File: config.mk
export PLATFORM = sky130hd
export DESIGN_NAME = off_chip_rx_flat
export DESIGN_NICKNAME = d
export VERILOG_FILES = /design/src/rtl/off_chip_pkg.sv /design/src/rtl/off_chip_rx_if.sv /design/src/rtl/rx_byte_fifo.sv /design/src/rtl/off_chip_rx.sv /design/src/flat_wrapper.sv
export SDC_FILE = /design/constraint.sdc
export NUM_CORES = 1
export LEC_CHECK = 0
export ABC_AREA = 1
export BUFFER_PORTS_ARGS = -buffer_cell sky130_fd_sc_hd__buf_4
export CAP_MARGIN = 25
export CORE_MARGIN = 2
export CORE_UTILIZATION = 40
export CTS_BUF_LIST = sky130_fd_sc_hd__clkbuf_8 sky130_fd_sc_hd__clkbuf_16
export DETAILED_ROUTE_END_ITERATION = 8
export HOLD_SLACK_MARGIN = 0.12
export PLACE_DENSITY = 0.55
export SETUP_SLACK_MARGIN = 0.4
export SLEW_MARGIN = 10
export SYNTH_ARGS = -nofsm -noshare
export SYNTH_HDL_FRONTEND = slang
export SYNTH_SLANG_ARGS = --single-unit
File: constraint.sdc
create_clock -name clk -period 3 [get_ports clk]
set_clock_uncertainty 0.05 [all_clocks]
set_input_delay 0 -clock clk [delete_from_list [all_inputs] [get_ports clk]]
set_output_delay 0 -clock clk [all_outputs]
set_load 0.02 [all_outputs]
File: src/rtl/off_chip_pkg.sv
// Shared definitions for the off-chip 2-bit lane link: beat geometry,
// receive FSM states and the beat-to-bit mapping used by both link ends.
package off_chip_pkg;

  localparam int unsigned LANE_W         = 2;
  localparam int unsigned BEATS_PER_BYTE = 4;

  typedef enum logic [1:0] {S_B0, S_B1, S_B2, S_B3} rx_state_t;

  // Beat k carries {byte[4+k], byte[k]}; returns acc with that beat's bits replaced.
  function automatic logic [7:0] lane_place(input logic [7:0]        acc,
                                            input logic [LANE_W-1:0] sym,
                                            input logic [1:0]        beat);
    logic [7:0] r;
    r              = acc;
    r[{1'b0, beat}] = sym[0];
    r[{1'b1, beat}] = sym[1];
    return r;
  endfunction

  function automatic logic [LANE_W-1:0] lane_symbol(input logic [7:0] data,
                                                    input logic [1:0] beat);
    return {data[{1'b1, beat}], data[{1'b0, beat}]};
  endfunction

endpackage

File: src/rtl/off_chip_rx_if.sv
// Lane input, consumer handshake and credit return of the receive endpoint.
interface off_chip_rx_if;
  import off_chip_pkg::*;

  logic [LANE_W-1:0] lane_data;
  logic              lane_valid;
  logic              lane_sof;
  logic [7:0]        data_out;
  logic              valid_out;
  logic              ready;
  logic              credit_ret;

  modport master (output lane_data, lane_valid, lane_sof, ready,
                  input  data_out, valid_out, credit_ret);
  modport slave  (input  lane_data, lane_valid, lane_sof, ready,
                  output data_out, valid_out, credit_ret);
endinterface

File: src/rtl/rx_byte_fifo.sv
// Byte buffer for the receive endpoint: memory, wrapping pointers and occupancy.
module rx_byte_fifo #(
  parameter int unsigned DEPTH      = 8,
  parameter int unsigned ADDR_WIDTH = 3
) (
  input  logic       clk,
  input  logic       rst,
  input  logic       push,
  input  logic [7:0] push_data,
  input  logic       pop,
  output logic [7:0] rd_data,
  output logic       full,
  output logic       empty
);

  logic [7:0]          mem [DEPTH];
  logic [ADDR_WIDTH-1:0] wptr;
  logic [ADDR_WIDTH-1:0] rptr;
  logic [ADDR_WIDTH:0]   count;

  always_ff @(posedge clk) begin
    if (rst) begin
      for (int unsigned i = 0; i < DEPTH; i++) mem[i] <= '0;
      wptr  <= '0;
      rptr  <= '0;
      count <= '0;
    end else begin
      if (push) begin
        mem[wptr] <= push_data;
        wptr      <= wptr + 1'b1;
      end
      if (pop) rptr <= rptr + 1'b1;
      case ({push, pop})
        2'b10:   count <= count + 1'b1;
        2'b01:   count <= count - 1'b1;
        default: count <= count;
      endcase
    end
  end

  assign full    = (count == (ADDR_WIDTH+1)'(DEPTH));
  assign empty   = (count == '0);
  assign rd_data = mem[rptr];

endmodule

File: src/rtl/off_chip_rx.sv
// Receive endpoint: reassembles 4-beat lane frames into bytes, buffers them
// and returns one credit per byte handed to the consumer.
module off_chip_rx
  import off_chip_pkg::*;
#(
  parameter int unsigned DEPTH      = 8,
  parameter int unsigned ADDR_WIDTH = 3
) (
  input  logic          clk,
  input  logic          rst,
  off_chip_rx_if.slave  lnk,
  output logic          err_frame,
  output logic          err_ovf
);

  rx_state_t  state;
  logic [7:0] acc;
  logic [1:0] beat_idx;
  logic [7:0] byte_done;
  logic       complete;
  logic       full;
  logic       empty;
  logic       pop;
  logic       push;

  assign beat_idx  = state;
  assign byte_done = lane_place(acc, lnk.lane_data, beat_idx);
  assign complete  = lnk.lane_valid & ~lnk.lane_sof & (state == S_B3);
  assign pop       = ~empty & lnk.ready;
  // A full buffer still accepts the byte when the head leaves on the same edge.
  assign push      = complete & (~full | pop);
  assign lnk.valid_out = ~empty;

  always_ff @(posedge clk) begin
    if (rst) begin
      state          <= S_B0;
      acc            <= '0;
      err_frame      <= 1'b0;
      err_ovf        <= 1'b0;
      lnk.credit_ret <= 1'b0;
    end else begin
      lnk.credit_ret <= pop;
      if (complete & full & ~pop) err_ovf <= 1'b1;
      if (lnk.lane_valid) begin
        if (lnk.lane_sof) begin
          if (state != S_B0) err_frame <= 1'b1;
          acc   <= lane_place('0, lnk.lane_data, 2'd0);
          state <= S_B1;
        end else begin
          case (state)
            S_B0: err_frame <= 1'b1;
            S_B1: begin acc <= byte_done; state <= S_B2; end
            S_B2: begin acc <= byte_done; state <= S_B3; end
            S_B3: state <= S_B0;
            default: state <= S_B0;
          endcase
        end
      end
    end
  end

  rx_byte_fifo #(.DEPTH(DEPTH), .ADDR_WIDTH(ADDR_WIDTH)) u_fifo (
    .clk       (clk),
    .rst       (rst),
    .push      (push),
    .push_data (byte_done),
    .pop       (pop),
    .rd_data   (lnk.data_out),
    .full      (full),
    .empty     (empty)
  );

endmodule

File: src/flat_wrapper.sv
// flat-port wrapper written by rule: the top's interface ports become plain ports
module off_chip_rx_flat import off_chip_pkg::*;
#(
  parameter int unsigned DEPTH      = 8,
  parameter int unsigned ADDR_WIDTH = 3
)
  (clk, rst, err_frame, err_ovf, lnk_lane_data, lnk_lane_valid, lnk_lane_sof, lnk_ready, lnk_data_out, lnk_valid_out, lnk_credit_ret);
  off_chip_rx_if lnk_i ();
  input  logic clk;
  input  logic rst;
  output logic err_frame;
  output logic err_ovf;
  input wire logic [$bits(lnk_i.lane_data)-1:0] lnk_lane_data;
  input wire logic [$bits(lnk_i.lane_valid)-1:0] lnk_lane_valid;
  input wire logic [$bits(lnk_i.lane_sof)-1:0] lnk_lane_sof;
  input wire logic [$bits(lnk_i.ready)-1:0] lnk_ready;
  output wire logic [$bits(lnk_i.data_out)-1:0] lnk_data_out;
  output wire logic [$bits(lnk_i.valid_out)-1:0] lnk_valid_out;
  output wire logic [$bits(lnk_i.credit_ret)-1:0] lnk_credit_ret;
  assign lnk_i.lane_data = lnk_lane_data;
  assign lnk_i.lane_valid = lnk_lane_valid;
  assign lnk_i.lane_sof = lnk_lane_sof;
  assign lnk_i.ready = lnk_ready;
  assign lnk_data_out = lnk_i.data_out;
  assign lnk_valid_out = lnk_i.valid_out;
  assign lnk_credit_ret = lnk_i.credit_ret;
  off_chip_rx #(.DEPTH(DEPTH), .ADDR_WIDTH(ADDR_WIDTH)) u_core (.clk(clk), .rst(rst), .lnk(lnk_i), .err_frame(err_frame), .err_ovf(err_ovf));
endmodule
==> impl_metrics.py, run 1 <==
metrics = {
    "yosys": {
        "ys_top_cells_by_area": "edfxtp_1 (47%), nor2_1 (13%), dfxtp_1 (13%)",
        "avgSynthCellArea_um2": 9.41,
        "yosysSeqAreaShare": 0.591,
        "syn_area_mm2": 0.00413,
        "ys_warn_count": 0,
        "yosys.area.top_type_share": 0.465,
        "syn_nets": 454,
        "syn-instance-count": 439,
        "synth-seq-cells": 90,
        "synth_largest_area_cell": "edfxtp_1",
        "synth.distinct_cells": 27,
    },
    "sta": {
        "final-max-slew-violation-count": 0,
        "worst_pin_slew_ps": 760,
        "max_freq_mhz": 424,
        "hold_ws_ps": 425,
        "period_needed_ps": 2360,
        "rsz0062_at_grt": "false",
        "setup_viol": 0,
        "max_slew_margin": 0.493,
        "period_share": 0.787,
        "setup_tns_ps": 0,
        "hold_viol": 0,
    },
    "critical_path": {
        "cp_top_family": "compound AO/OA/AOI/OAI gates",
        "cp.required_ps": 3200,
        "end_kind": "register",
        "cp_max_fo": 7,
        "crit_path_max_incr_delay_ps": 550,
        "worstSetupPathType": "register to register",
        "cp_slowest_cell": "dlygate4sd3_1",
        "critPathLaunch": "u_core.beat_idx[0]$_SDFFE_PP0P_",
        "r2r_cells": 7,
        "crit_chain": "inv_1 -> ha_1 -> o21ai_1 -> nor2_1 -> o21ai_0 -> a21oi_1 -> dlygate4sd3_1",
        "cp.depth": 7,
        "reg2reg_to": "u_core.acc[4]$_SDFFE_PP0P_",
        "crit_arrival_ps": 2570,
        "crit_buf_inv": 2,
        "cp-start-kind": "register",
        "reg2reg_from": "u_core.beat_idx[0]$_SDFFE_PP0P_",
        "r2r_setup_slack_ps": 640,
        "critPathCapture": "u_core.acc[4]$_SDFFE_PP0P_",
    },
    "clock_network": {
        "clkTransAtPathRegs_ps": 90,
        "post_cts_buffers": 0,
        "postCtsResizedCells": 0,
        "clkLatencyLatePin_ps": 360,
        "cts_root_buf": "clkbuf_8",
        "numCtsBuffers": 9,
        "cts_buffer_depth": 2,
        "cts_tree": "built",
        "clkSinkCount": 90,
        "hold_buffers": 9,
        "h-tree-depth": 3,
    },
    "power": {
        "pwr-share-comb": 0.317,
        "p_leak_nw": 1.94,
        "sequentialPowerShare": 0.407,
        "p_sw_w": 0.00127,
        "p_sw_frac": 0.337,
        "internal_power_w": 0.00249,
        "vdd_drop_max_v": 0.000449,
        "clockPowerShare": 0.276,
        "p_per_area_mw_per_mm2": 781,
        "total_power_w": 0.00376,
    },
    "drt": {
        "vias": 3083,
        "drt-wirelength-per-cell_um": 15.6,
        "drc_errors": 0,
        "ant_nets": 0,
        "drtPass1Iterations": 5,
        "drt-total-wl_um": 9620,
        "drt_iter0_drc": 159,
        "avgViaCountPerCell": 5.01,
    },
    "finish": {
        "drive_gt1_frac": 0.127,
        "stdcell_count": 615,
        "multiInputGateArea_mm2": 0.00153,
        "fillCellCount": 987,
        "regArea_mm2": 0.00244,
        "mostFrequentLayoutCell": "nor2_1",
        "finalNetCount": 489,
        "layout_common_cells": "nor2_1 (143), edfxtp_1 (64), nand2_1 (59)",
        "area_growth_pct": 16.4,
        "num_antenna_cells": 0,
    },
    "die": {
        "die_x_um": 106,
        "io-pin-count": 19,
        "dieArea_mm2": 0.0112,
        "core.rowCount": 37,
        "coreArea_mm2": 0.0102,
        "die_y_um": 106,
        "initial_core_util": 0.406,
    },
    "global_route": {
        "track_usage": 0.183,
        "grt-ovfl-total": 0,
        "antenna_found_initial": 0,
        "grt_max_degree": 33,
        "grt_pass1_vias": 2992,
        "grt_pass1_wl_um": 15300,
    },
    "placement": {
        "hpwl_um": 6670,
        "dpl.cell_count": 590,
        "port_buffers": 18,
        "gp_congestion": 0.838,
    },
    "min_path": {
        "worstHoldPathType": "register to register",
    },
    "flow_run": {
        "cap_viol_max_count": 0,
    },
    "outcome": {
        "outcome": "finished, final reports clean",
    },
}
==> final cells by class <==
cell class,count,area share
flip-flops and latches,90,0.508
multi-input cells,309,0.319
repair buffers,38,0.0640
well taps,136,0.0354
clock inverters,7,0.0276
clock buffers,9,0.0258
inverters,26,0.0206
==> power groups by stage <==
stage	Clock [W]	Combinational, W	Sequential, W
final	0.00104	0.00119	0.00153
after detailed placement	0	0.00119	0.00156
after floorplan	0	0.000821	0.00151
after global routing	0.00110	0.00134	0.00154
after global placement	0	0.00118	0.00155
after CTS	0.00106	0.00120	0.00153
==> state kept, by name (all words and copies together), names as in the netlist, named ones only <==
signal / count
u_core.u_fifo.mem: 64
u_core.u_fifo.wptr: 3
u_core.beat_idx: 2
u_core.u_fifo.rptr: 3
u_core.u_fifo.count: 4
u_core.err_frame: 1
u_core.err_ovf: 1
u_core.acc: 8
u_core.lnk.credit_ret: 1
==> tightest hold or removal path: cells and delay by family, from the launching register on <==
kind | cells | cell delay [ps]
compound gates | 1 | 70
buf+inv | 1 | 50
flops | 1 | 310
==> worst min-delay path by stage <==
stage / cells past startpoint / to / startpoint / slack, ps
floorplan: 1 / u_core.err_frame$_SDFFE_PP0P_ / rst / 20
global placement: 2 / u_core.acc[1]$_SDFFE_PP0P_ / rst / 280
detailed placement: 3 / u_core.acc[4]$_SDFFE_PP0P_ / lnk_lane_data[1] / 280
CTS: 2 / u_core.u_fifo.rptr[2]$_SDFFE_PP0N_ / u_core.u_fifo.rptr[2]$_SDFFE_PP0N_ / 430
global route: 3 / u_core.acc[1]$_SDFFE_PP0P_ / rst / 470
finish: 2 / u_core.u_fifo.rptr[2]$_SDFFE_PP0N_ / u_core.u_fifo.rptr[2]$_SDFFE_PP0N_ / 420
==> synthesized netlist by cell type, drive strengths merged <==
cell and number:
nand4 3, inv 23, a2bb2oi 6, buf 2
clkbuf 12, clkinv 3, a21oi 13, nor2 145
nand2 66, nor3 1, ha 8, o32ai 16
xor2 1, nand3 13, o21ai 37, edfxtp 64
dfxtp 26
==> cell families (layout without fill, tap and decap cells) <==
logic type | after synthesis | after routing | synth area share
AO/OA/AOI/OAI | 72 | 72 | 0.107
AND/OR/NAND/NOR | 228 | 228 | 0.238
adder cells (fa/ha/maj) | 8 | 8 | 0.0242
flip-flops | 90 | 90 | 0.591
buffers and inverters | 40 | 80 | 0.0376
XOR/XNOR | 1 | 1 | 0.00212
==> per-layer routing <==
| metal | vias to the layer above | track usage | part of all wire |
|---|---|---|---|
| met5 | - | 0 | 0 |
| met4 | 0 | 0.0780 | 0.023 |
| met3 | 17 | 0.0402 | 0.049 |
| met2 | 80 | 0.294 | 0.47 |
| met1 | 1427 | 0.239 | 0.46 |
| li1 | 1559 | - | - |
==> through the flow <==
stage                util  worst slack [ps]  cell area, um^2
floorplan               -              1060             4130
global placement    0.438               791             4460
detailed placement  0.438               743             4460
CTS                 0.472               640             4810
global route        0.472               465             4810
finish              0.472               639             4810
Note: power is estimated with default switching activity, not from simulation.
==> inputs of run 2 (changes only) <==
==> constraint.sdc (replaced) <==
create_clock -name clk -period 2.2 [get_ports clk]
set_clock_uncertainty 0.05 [all_clocks]
set_input_delay 0 -clock clk [delete_from_list [all_inputs] [get_ports clk]]
set_output_delay 0 -clock clk [all_outputs]
set_load 0.02 [all_outputs]
==> run 2 against run 1 <==
Power is 35% higher. Count of clock-buffer cells in the layout did not move. Routed wire length is 2.4% higher. Combinational power up 55%. First-iteration DRC count grew 12%. Via count grew 2.8%. Die area is the same. Setup slack worse by 190 ps. Final cell count is 4.4% higher. Global-route usage fell by 0.20 points. Largest power group unchanged.
==> impl_metrics.py, run 2 (synthesized netlist as in run 1, its figures left out) <==
metrics = {
    "outcome": {
        "outcome": "finished, final reports clean",
    },
    "sta": {
        "final-max-slew-violation-count": 0,
        "worst_pin_slew_ps": 621,
        "setup_tns_ps": 0,
        "setup_viol": 0,
        "period_needed_ps": 1750,
        "rsz0062_at_grt": "true",
        "max_freq_mhz": 570,
        "period_share": 0.797,
        "max_slew_margin": 0.585,
        "hold_viol": 0,
    },
    "drt": {
        "drt_iter0_drc": 178,
        "avgViaCountPerCell": 4.94,
        "drt-total-wl_um": 9850,
        "drtPass1Iterations": 4,
        "drt-wirelength-per-cell_um": 15.3,
        "vias": 3170,
        "drc_errors": 0,
        "ant_nets": 0,
    },
    "power": {
        "vdd_drop_max_v": 0.000719,
        "p_per_area_mw_per_mm2": 973,
        "p_leak_nw": 2.05,
    },
    "finish": {
        "fin_area_mm2": 0.00522,
        "layout_common_cells": "nor2_1 (141), edfxtp_1 (64), buf_4 (53)",
        "mostFrequentLayoutCell": "nor2_1",
        "area_growth_pct": 26.3,
        "drive_gt1_frac": 0.235,
        "top_regs": "u_core.u_fifo.mem: 64 flops, u_core.acc: 8 flops, u_core.u_fifo.count: 4 flops",
        "finalNetCount": 516,
        "num_antenna_cells": 0,
        "regMostFlops": "u_core.u_fifo.mem",
        "fillCellCount": 972,
        "largest_reg_flops": 64,
    },
    "clock_network": {
        "cts_root_buf": "clkbuf_8",
        "h-tree-depth": 3,
        "cts_buffer_depth": 2,
        "clkTransAtPathRegs_ps": 90,
        "numCtsBuffers": 9,
        "clkSinkCount": 90,
        "cts_tree": "built",
        "clkLatencyLatePin_ps": 360,
    },
    "critical_path": {
        "cp.required_ps": 2230,
        "cp-start-kind": "register",
        "worstSetupPathType": "register to register",
        "crit_arrival_ps": 1780,
        "cp_max_fo": 8,
        "end_kind": "register",
    },
    "die": {
        "initial_core_util": 0.406,
        "io-pin-count": 19,
        "core.rowCount": 37,
        "dieArea_mm2": 0.0112,
        "coreArea_mm2": 0.0102,
        "die_x_um": 106,
        "die_y_um": 106,
    },
    "placement": {
        "post_dp_cell_area_mm2": 0.00455,
        "gp_congestion": 0.854,
        "hpwl_um": 6540,
        "port_buffers": 18,
    },
    "global_route": {
        "antenna_found_initial": 0,
        "grt_pass1_vias": 2847,
        "track_usage": 0.181,
        "grt_max_degree": 33,
        "grt-ovfl-total": 0,
        "grt_pass1_wl_um": 15200,
    },
    "flow_run": {
        "cap_viol_max_count": 0,
    },
    "min_path": {
        "worstHoldPathType": "register to register",
    },
}
==> run 2: cell type report <==
class | count | area, um^2 | share of cell area
Multi-Input combinational cell | 309 | 1770 | 0.338
Clock inverter | 7 | 60.1 | 0.0115
Clock buffer | 9 | 124 | 0.0237
Inverter | 26 | 110 | 0.0211
Sequential cell | 90 | 2460 | 0.471
Timing Repair Buffer | 65 | 528 | 0.101
Tap cell | 136 | 170 | 0.0326
==> run 2: report_power, final <==
group | total, W | internal [W] | switching [W]
combinational | 0.00185 | 0.000762 | 0.00109
sequential | 0.00214 | 0.00195 | 0.000194
clock | 0.00108 | 0.000511 | 0.000573
total | 0.00507 | 0.00322 | 0.00185
==> run 2: per-layer routing <==
layer	up-vias	GRT usage	share of wire	wire length, um
li1	1622	-	-	-
met1	1471	0.257	0.48	4700
met2	61	0.259	0.46	4500
met3	16	0.0501	0.044	435
met4	0	0.0761	0.021	210
met5	-	0	0	0
==> run 2: per-stage QoR <==
stage	power [W]	setup WS, ps	std cells	hold WS (ps)	util
floorplan	0.00319	392	439	19.1	-
CTS	0.00491	366	617	409	0.478
global route	0.00538	371	642	450	0.512
global placement	0.00374	373	594	277	0.447
finish	0.00507	446	642	412	0.512
detailed placement	0.00375	284	594	282	0.447
==> run 2: path summary, 6_finish.rpt <==
| path | from | to | slack (ps) | cells past startpoint |
|---|---|---|---|---|
| min reg2reg | u_core.err_frame$_SDFFE_PP0P_ | u_core.err_frame$_SDFFE_PP0P_ | 410 | 2 |
| max | u_core.beat_idx[0]$_SDFFE_PP0P_ | u_core.u_fifo.mem[0][5]$_SDFFCE_PN0P_ | 450 | 7 |
| max reg2reg | u_core.beat_idx[0]$_SDFFE_PP0P_ | u_core.u_fifo.mem[0][5]$_SDFFCE_PN0P_ | 450 | 7 |
| min | u_core.err_frame$_SDFFE_PP0P_ | u_core.err_frame$_SDFFE_PP0P_ | 410 | 2 |
==> run 2: worst max-delay path, cell delays in order (launching register included) <==
cell and delay, ps:
dfxtp_4 380, ha_4 160, nand3_4 110, clkinv_4 90, nand2_8 60, nor2_4 260
nand3_4 190, nand2_8 160
==> run 2: repair_timing <==
action | CTS | global route
setup endpoints to repair | 65 | 77
buffers inserted | 0 | 25
pin swaps | 0 | 10
hold endpoints to repair | 20 | 0
resized for setup | 15 | 31
hold buffers | 7 | 0
